File: config.mk
export PLATFORM = sky130hd
export DESIGN_NAME = maze_solve
export DESIGN_NICKNAME = d
export VERILOG_FILES = /design/src/rtl/maze_pkg.sv /design/src/rtl/maze_solve.sv
export SDC_FILE = /design/constraint.sdc
export NUM_CORES = 1
export LEC_CHECK = 0
export BUFFER_PORTS_ARGS = -buffer_cell sky130_fd_sc_hd__buf_2
export CAP_MARGIN = 5
export CORE_MARGIN = 4
export CORE_UTILIZATION = 47
export DETAILED_ROUTE_END_ITERATION = 8
export PLACE_DENSITY = 0.7
export SYNTH_ARGS = -nofsm -noshare
export SYNTH_HDL_FRONTEND = slang
export SYNTH_SLANG_ARGS = --single-unit
File: constraint.sdc
create_clock -name clk -period 1.8 [get_ports clk]
set_clock_uncertainty 0.15 [all_clocks]
set_input_delay 0.36 -clock clk [delete_from_list [all_inputs] [get_ports clk]]
set_output_delay 0.36 -clock clk [all_outputs]
set_load 0.02 [all_outputs]
File: src/rtl/maze_pkg.sv
// Shared definitions for the wall-following maze solver: heading codes,
// FSM state encoding and the heading rotation lookups.
package maze_pkg;

  localparam logic [11:0] HDNG_N = 12'h000;
  localparam logic [11:0] HDNG_W = 12'h3FF;
  localparam logic [11:0] HDNG_S = 12'h7FF;
  localparam logic [11:0] HDNG_E = 12'hC00;

  typedef enum logic [2:0] {
    ST_IDLE      = 3'd0,
    ST_MV        = 3'd1,
    ST_MV_WAIT   = 3'd2,
    ST_SETTLE    = 3'd3,
    ST_DECIDE    = 3'd4,
    ST_HDNG_WAIT = 3'd5,
    ST_DONE      = 3'd6
  } state_t;

  // Headings are only ever one of the four canonical codes, so rotation is a table.
  function automatic logic [11:0] turn_left(input logic [11:0] hdng);
    logic [11:0] res;
    case (hdng)
      HDNG_N:  res = HDNG_W;
      HDNG_W:  res = HDNG_S;
      HDNG_S:  res = HDNG_E;
      HDNG_E:  res = HDNG_N;
      default: res = HDNG_N;
    endcase
    return res;
  endfunction

  function automatic logic [11:0] turn_right(input logic [11:0] hdng);
    logic [11:0] res;
    case (hdng)
      HDNG_N:  res = HDNG_E;
      HDNG_E:  res = HDNG_S;
      HDNG_S:  res = HDNG_W;
      HDNG_W:  res = HDNG_N;
      default: res = HDNG_N;
    endcase
    return res;
  endfunction

  function automatic logic [11:0] turn_rev(input logic [11:0] hdng);
    logic [11:0] res;
    case (hdng)
      HDNG_N:  res = HDNG_S;
      HDNG_S:  res = HDNG_N;
      HDNG_E:  res = HDNG_W;
      HDNG_W:  res = HDNG_E;
      default: res = HDNG_N;
    endcase
    return res;
  endfunction

endpackage

File: src/rtl/maze_solve.sv
// Wall-following command sequencer: issues one heading change or forward move
// to navigate at a time and waits for mv_cmplt before deciding the next step.
module maze_solve
  import maze_pkg::*;
#(
  parameter int SETTLE_CYCLES = 4
) (
  input  logic        clk,
  input  logic        rst_n,
  input  logic        cmd_md,
  input  logic        cmd0,
  input  logic        lft_opn,
  input  logic        rght_opn,
  input  logic        frwrd_opn,
  input  logic        mv_cmplt,
  input  logic        sol_cmplt,
  output logic        strt_hdng,
  output logic        strt_mv,
  output logic        stp_lft,
  output logic        stp_rght,
  output logic [11:0] dsrd_hdng,
  output logic        solved
);

  localparam logic [3:0] SETTLE_LOAD = 4'(SETTLE_CYCLES - 1);
  // Turn handshake: pulse strt_hdng one cycle after dsrd_hdng changes, then
  // ignore mv_cmplt until the cycle after the pulse.
  localparam logic [3:0] HDNG_LOAD   = 4'd2;

  state_t      state_r;
  state_t      state_nxt_s;
  logic        aff_r;
  logic        aff_nxt_s;
  logic [3:0]  cnt_r;
  logic [3:0]  cnt_nxt_s;
  logic [11:0] dsrd_hdng_r;
  logic [11:0] dsrd_hdng_nxt_s;
  logic        strt_hdng_r;
  logic        strt_hdng_nxt_s;
  logic        strt_mv_r;
  logic        strt_mv_nxt_s;
  logic        stp_lft_r;
  logic        stp_lft_nxt_s;
  logic        stp_rght_r;
  logic        stp_rght_nxt_s;
  logic        solved_r;
  logic        solved_nxt_s;

  logic        aff_open_s;
  logic        opp_open_s;
  logic [11:0] toward_hdng_s;
  logic [11:0] away_hdng_s;

  assign aff_open_s    = aff_r ? lft_opn : rght_opn;
  assign opp_open_s    = aff_r ? rght_opn : lft_opn;
  assign toward_hdng_s = aff_r ? turn_left(dsrd_hdng_r) : turn_right(dsrd_hdng_r);
  assign away_hdng_s   = aff_r ? turn_right(dsrd_hdng_r) : turn_left(dsrd_hdng_r);

  // State register.
  always_ff @(posedge clk or negedge rst_n) begin
    if (!rst_n) begin
      state_r <= ST_IDLE;
    end else begin
      state_r <= state_nxt_s;
    end
  end

  // Next-state logic; dropping cmd_md overrides every other event.
  always_comb begin
    state_nxt_s = state_r;
    if (!cmd_md) begin
      state_nxt_s = ST_IDLE;
    end else begin
      case (state_r)
        ST_IDLE: state_nxt_s = ST_MV;
        ST_MV:   state_nxt_s = ST_MV_WAIT;
        ST_MV_WAIT: begin
          if (mv_cmplt) begin
            state_nxt_s = ST_SETTLE;
          end else begin
            state_nxt_s = ST_MV_WAIT;
          end
        end
        ST_SETTLE: begin
          if (cnt_r == 4'd0) begin
            state_nxt_s = ST_DECIDE;
          end else begin
            state_nxt_s = ST_SETTLE;
          end
        end
        ST_DECIDE: begin
          if (sol_cmplt) begin
            state_nxt_s = ST_DONE;
          end else if (aff_open_s) begin
            state_nxt_s = ST_HDNG_WAIT;
          end else if (frwrd_opn) begin
            state_nxt_s = ST_MV;
          end else begin
            state_nxt_s = ST_HDNG_WAIT;
          end
        end
        ST_HDNG_WAIT: begin
          if ((cnt_r == 4'd0) && mv_cmplt) begin
            state_nxt_s = ST_MV;
          end else begin
            state_nxt_s = ST_HDNG_WAIT;
          end
        end
        ST_DONE: state_nxt_s = ST_DONE;
        default: state_nxt_s = ST_IDLE;
      endcase
    end
  end

  // Next values of the registered outputs, affinity and settle/handshake counter.
  always_comb begin
    aff_nxt_s       = aff_r;
    cnt_nxt_s       = cnt_r;
    dsrd_hdng_nxt_s = dsrd_hdng_r;
    stp_lft_nxt_s   = stp_lft_r;
    stp_rght_nxt_s  = stp_rght_r;
    strt_hdng_nxt_s = 1'b0;
    strt_mv_nxt_s   = (state_nxt_s == ST_MV);
    solved_nxt_s    = (state_nxt_s == ST_DONE);
    case (state_r)
      ST_IDLE: begin
        cnt_nxt_s = 4'd0;
        if (cmd_md) begin
          aff_nxt_s      = cmd0;
          stp_lft_nxt_s  = cmd0;
          stp_rght_nxt_s = ~cmd0;
        end else begin
          stp_lft_nxt_s  = 1'b0;
          stp_rght_nxt_s = 1'b0;
        end
      end
      ST_MV_WAIT: begin
        if (mv_cmplt) begin
          cnt_nxt_s = SETTLE_LOAD;
        end else begin
          cnt_nxt_s = cnt_r;
        end
      end
      ST_SETTLE: begin
        if (cnt_r != 4'd0) begin
          cnt_nxt_s = cnt_r - 4'd1;
        end else begin
          cnt_nxt_s = cnt_r;
        end
      end
      ST_DECIDE: begin
        if (cmd_md && !sol_cmplt) begin
          if (aff_open_s) begin
            dsrd_hdng_nxt_s = toward_hdng_s;
            cnt_nxt_s       = HDNG_LOAD;
          end else if (frwrd_opn) begin
            dsrd_hdng_nxt_s = dsrd_hdng_r;
          end else if (opp_open_s) begin
            dsrd_hdng_nxt_s = away_hdng_s;
            cnt_nxt_s       = HDNG_LOAD;
          end else begin
            dsrd_hdng_nxt_s = turn_rev(dsrd_hdng_r);
            cnt_nxt_s       = HDNG_LOAD;
          end
        end else begin
          dsrd_hdng_nxt_s = dsrd_hdng_r;
        end
      end
      ST_HDNG_WAIT: begin
        strt_hdng_nxt_s = cmd_md && (cnt_r == HDNG_LOAD);
        if (cnt_r != 4'd0) begin
          cnt_nxt_s = cnt_r - 4'd1;
        end else begin
          cnt_nxt_s = cnt_r;
        end
      end
      default: begin
        cnt_nxt_s = cnt_r;
      end
    endcase
  end

  // Output and datapath registers.
  always_ff @(posedge clk or negedge rst_n) begin
    if (!rst_n) begin
      aff_r       <= 1'b0;
      cnt_r       <= 4'd0;
      dsrd_hdng_r <= HDNG_N;
      strt_hdng_r <= 1'b0;
      strt_mv_r   <= 1'b0;
      stp_lft_r   <= 1'b0;
      stp_rght_r  <= 1'b0;
      solved_r    <= 1'b0;
    end else begin
      aff_r       <= aff_nxt_s;
      cnt_r       <= cnt_nxt_s;
      dsrd_hdng_r <= dsrd_hdng_nxt_s;
      strt_hdng_r <= strt_hdng_nxt_s;
      strt_mv_r   <= strt_mv_nxt_s;
      stp_lft_r   <= stp_lft_nxt_s;
      stp_rght_r  <= stp_rght_nxt_s;
      solved_r    <= solved_nxt_s;
    end
  end

  assign strt_hdng = strt_hdng_r;
  assign strt_mv   = strt_mv_r;
  assign stp_lft   = stp_lft_r;
  assign stp_rght  = stp_rght_r;
  assign dsrd_hdng = dsrd_hdng_r;
  assign solved    = solved_r;

endmodule
==> run summary <==
========================================================================================
Clk Latency, worst-skew pair                                                     0.29 ns
X dimension of the die                                                           57.0 µm
Total count of max-transition violations in the final report                           0
CTS Sinks                                                                             16
Clock root buffer master                                                    sky130_fd_sc_hd__clkbuf_4
Die boundary height                                                              57.0 µm
Most heavily used metal layer in global routing                                     met2
Required time at the endpoint of the critical path                               1.83 ns
Area growth syn-to-layout                                                          25.0%
M2 GR Usage                                                                        0.266
Pin count of the biggest net entering global routing                                  19
Pwr per Cell Area                                                            1460 nW/µm²
GRT Residual Overflow                                                                  0
Minimum setup slack in the final design                                        0.0584 ns
Area of the multi-input gates                                                    638 µm²
Bufs on Longest Clock Path                                                             2
Starting density of the core                                                       0.499
Run status                                                                     completed
First-pass GRT wire length                                                       4.57 mm
Largest area contributor in the synthesized netlist                         sky130_fd_sc_hd__dfrtp_1
Worst rel slew slack                                                               0.714
Number of flops mapped to enable cells by yosys                                        0
Core Rows                                                                             17
Synth Cell Area                                                                 1130 µm²
Delay contributed by the slowest stage of the critical path                      0.41 ns
TritonCTS buffer count                                                                 3
Detail-routed net length per standard cell                                       14.1 µm
Final worst-path cycle share                                                       0.968
Layout filler cell count                                                             209
Proportion of power drawn by the clock network                                     0.096
Proportion of layout cells with a drive suffix above 1                             0.358
Data arrival at the endpoint of the critical path                                1.77 ns
Combinational share of power                                                       0.607
Total track usage                                                                  0.177
Sequential cell fraction of total power                                            0.297
Largest vdd supply drop                                                         0.738 mV
First-pass iteration count of the detailed router                                      4
Deepest level of the CTS H-tree                                                        1
Worst path top cell family by delay                                         compound AO/OA/AOI/OAI gates
Syn nets                                                                             143
Met1 Resource Use GR                                                               0.242
RePlAce Congestion                                                                 0.900
Unrepaired setup endpoints after global routing                                      yes
Final Net Count                                                                      178
Number of distinct standard cells referenced by the synthesized netlist               36
Vias                                                                                1059
Share of synthesized registers carrying an async set or reset                       1.00
Number of placed instances with taps included                                        187
Sum of buffers and inverters on the critical path                                      1
Dominant cells by area after synthesis                                      sky130_fd_sc_hd__dfrtp_1 (36%), sky130_fd_sc_hd__buf_4 (6.7%), sky130_fd_sc_hd__a21oi_1 (4.9%), sky130_fd_sc_hd__o21ai_0 (4.0%), sky130_fd_sc_hd__nor2_1 (4.0%)
Number of warnings issued by yosys                                                     0
DR iter-0 viols                                                                       37
Ant. Diodes                                                                            0
Vias in the first global route                                                      1007
Number of flip-flops and latches in the synthesized netlist                           16
Clock tree from TritonCTS                                                          built
Register clock-pin slew on the reported worst setup and hold paths               0.09 ns
Synth top area share                                                               0.356
Final antenna-violating net count                                                      0
Final design utilization                                                           0.624
I/O pins                                                                              26
Max Clock Freq                                                                   574 MHz
Die area                                                                        3240 µm²
Setup violations, final                                                                0
Min-delay worst type                                                           in -> reg
Worst setup slack after placement                                            -0.00731 ns
Number of maximum-capacitance constraint violations                                    0
IO Port Bufs                                                                          25
CP cell instances                                                           inv_2, ha_2, nor3b_4, a32oi_2, o31ai_4, nor3b_2, o22a_1
Cell type of the slowest stage on the worst timing path                     sky130_fd_sc_hd__dfrtp_1
Post-synth top cells                                                        sky130_fd_sc_hd__dfrtp_1 (16), sky130_fd_sc_hd__nor2_1 (12), sky130_fd_sc_hd__a21oi_1 (11)
Endpoints failing hold                                                                 0
Cell count after synthesis                                                           132
Total half-perimeter wirelength after legalization and detailed placement        2.01 mm
Via count normalized by instance count                                              5.49
Type of the worst setup path                                                  reg -> reg
Syn avg cell area                                                               8.53 µm²
Internal power summed over all cells                                             1.10 mW
Switching component of the power                                                  958 µW
Top flip-flop cell by instance count after synthesis                        sky130_fd_sc_hd__dfrtp_1
CP max FO                                                                              7
Worst-margin pin slew                                                           0.429 ns
Standard cell core area                                                         2250 µm²
Final Instance Count excl. Fillers                                                   193
Register Area                                                                    400 µm²
Switching share of power                                                           0.465
Final critical-path required period                                              1.74 ns
Category of the worst setup path capture point                                      flop
Global Route met3 Usage                                                           0.0498
Routed wire length                                                               2.73 mm
Most frequent cell after synthesis                                          sky130_fd_sc_hd__dfrtp_1
Antenna violations before repair                                                       0
Final routed DRC violation total                                                       0
Fraction of the yosys area taken by sequential cells                               0.356
Leakage power                                                                   0.683 nW
Sort of element at the start of the critical path                                   flop
========================================================================================
## timing repair
action / 4_1_cts / 5_1_grt
endpoints found under the hold margin: 16 / 0
hold buffers: 1 / 0
endpoints found under the setup margin: 3 / 7
setup buffers: 0 / 2
pin swaps: 0 / 4
resized for setup: 1 / 7
## flip-flops by register name (all words and copies together) (netlist names)
name       count
stp_lft        1
stp_rght       1
solved         1
dsrd_hdng      3
cnt_r          4
state_r        3
strt_hdng      1
strt_mv        1
aff_r          1
## placed cells by master, fill, tap and decap left out, types with 5 or more instances in the layout
cell	netlist	final
sky130_fd_sc_hd__a21oi_1	11	11
sky130_fd_sc_hd__a31oi_1	5	5
sky130_fd_sc_hd__buf_2	1	25
sky130_fd_sc_hd__buf_4	10	19
sky130_fd_sc_hd__dfrtp_1	16	16
sky130_fd_sc_hd__inv_1	6	5
sky130_fd_sc_hd__nand2_1	8	7
sky130_fd_sc_hd__nor2_1	12	12
sky130_fd_sc_hd__nor2b_1	6	6
sky130_fd_sc_hd__nor3_1	6	6
sky130_fd_sc_hd__o21ai_0	9	9
## per-stage QoR
step           TNS [ns]  power (mW)  hold slack [ns]  cell area [µm²]
4_1_cts               0        1.99            0.170             1370
3_5_place_dp   -0.00731        1.78            0.150             1330
3_3_place_gp          0        1.74            0.146             1330
2_1_floorplan         0        1.47          -0.0856             1130
5_1_grt         -0.0253        2.23            0.189             1410
6_report              0        2.06            0.174             1410
## layer usage
layer  wire (µm)  vias up
li1            -      530
met1        1230      480
met2        1270       43
met3         174        6
met4          47        0
met5           0        -
## power by group through the flow
stage | sequential, mW | combinational, mW | clock, mW
global route | 0.637 | 1.38 | 0.217
detailed placement | 0.607 | 1.17 | 0
finish | 0.612 | 1.25 | 0.197
floorplan | 0.629 | 0.837 | 0
global placement | 0.599 | 1.14 | 0
CTS | 0.602 | 1.19 | 0.202
## worst register-to-register path, stage by stage, from the launching register on
cell                      delay, ns
sky130_fd_sc_hd__dfrtp_1       0.41
sky130_fd_sc_hd__inv_2         0.07
sky130_fd_sc_hd__ha_2          0.18
sky130_fd_sc_hd__nor3b_4       0.24
sky130_fd_sc_hd__a32oi_2       0.16
sky130_fd_sc_hd__o31ai_4       0.13
sky130_fd_sc_hd__nor3b_2       0.09
sky130_fd_sc_hd__o22a_1        0.22
## worst paths after layout
path | from | end | slack (ns) | depth (start not counted)
setup / recovery | cnt_r[0] | cnt_r[0] | 0.06 | 7
hold / removal | cmd0 | aff_r | 0.17 | 3
setup reg to reg | cnt_r[0] | cnt_r[0] | 0.06 | 7
hold reg to reg | stp_rght | stp_rght | 0.39 | 2
max in group asynchronous | rst_n | cnt_r[3] | 0.88 | 2
min in group asynchronous | rst_n | solved | 0.34 | 2
## cell families after synthesis
| group | share of synthesized area |
|---|---|
| simple gates | 0.219 |
| compound gates | 0.271 |
| buf+inv | 0.108 |
| flops | 0.356 |
| fa+ha+maj | 0.0311 |
| xor+xnor | 0.0156 |
## layout make-up
cell class | count | share of cell area
clock buffers | 3 | 0.0160
inverters | 6 | 0.0160
repair buffers | 46 | 0.205
flip-flops and latches | 16 | 0.284
multi-input cells | 94 | 0.453
well taps | 28 | 0.0249
Note: power is estimated with default switching activity, not from simulation.
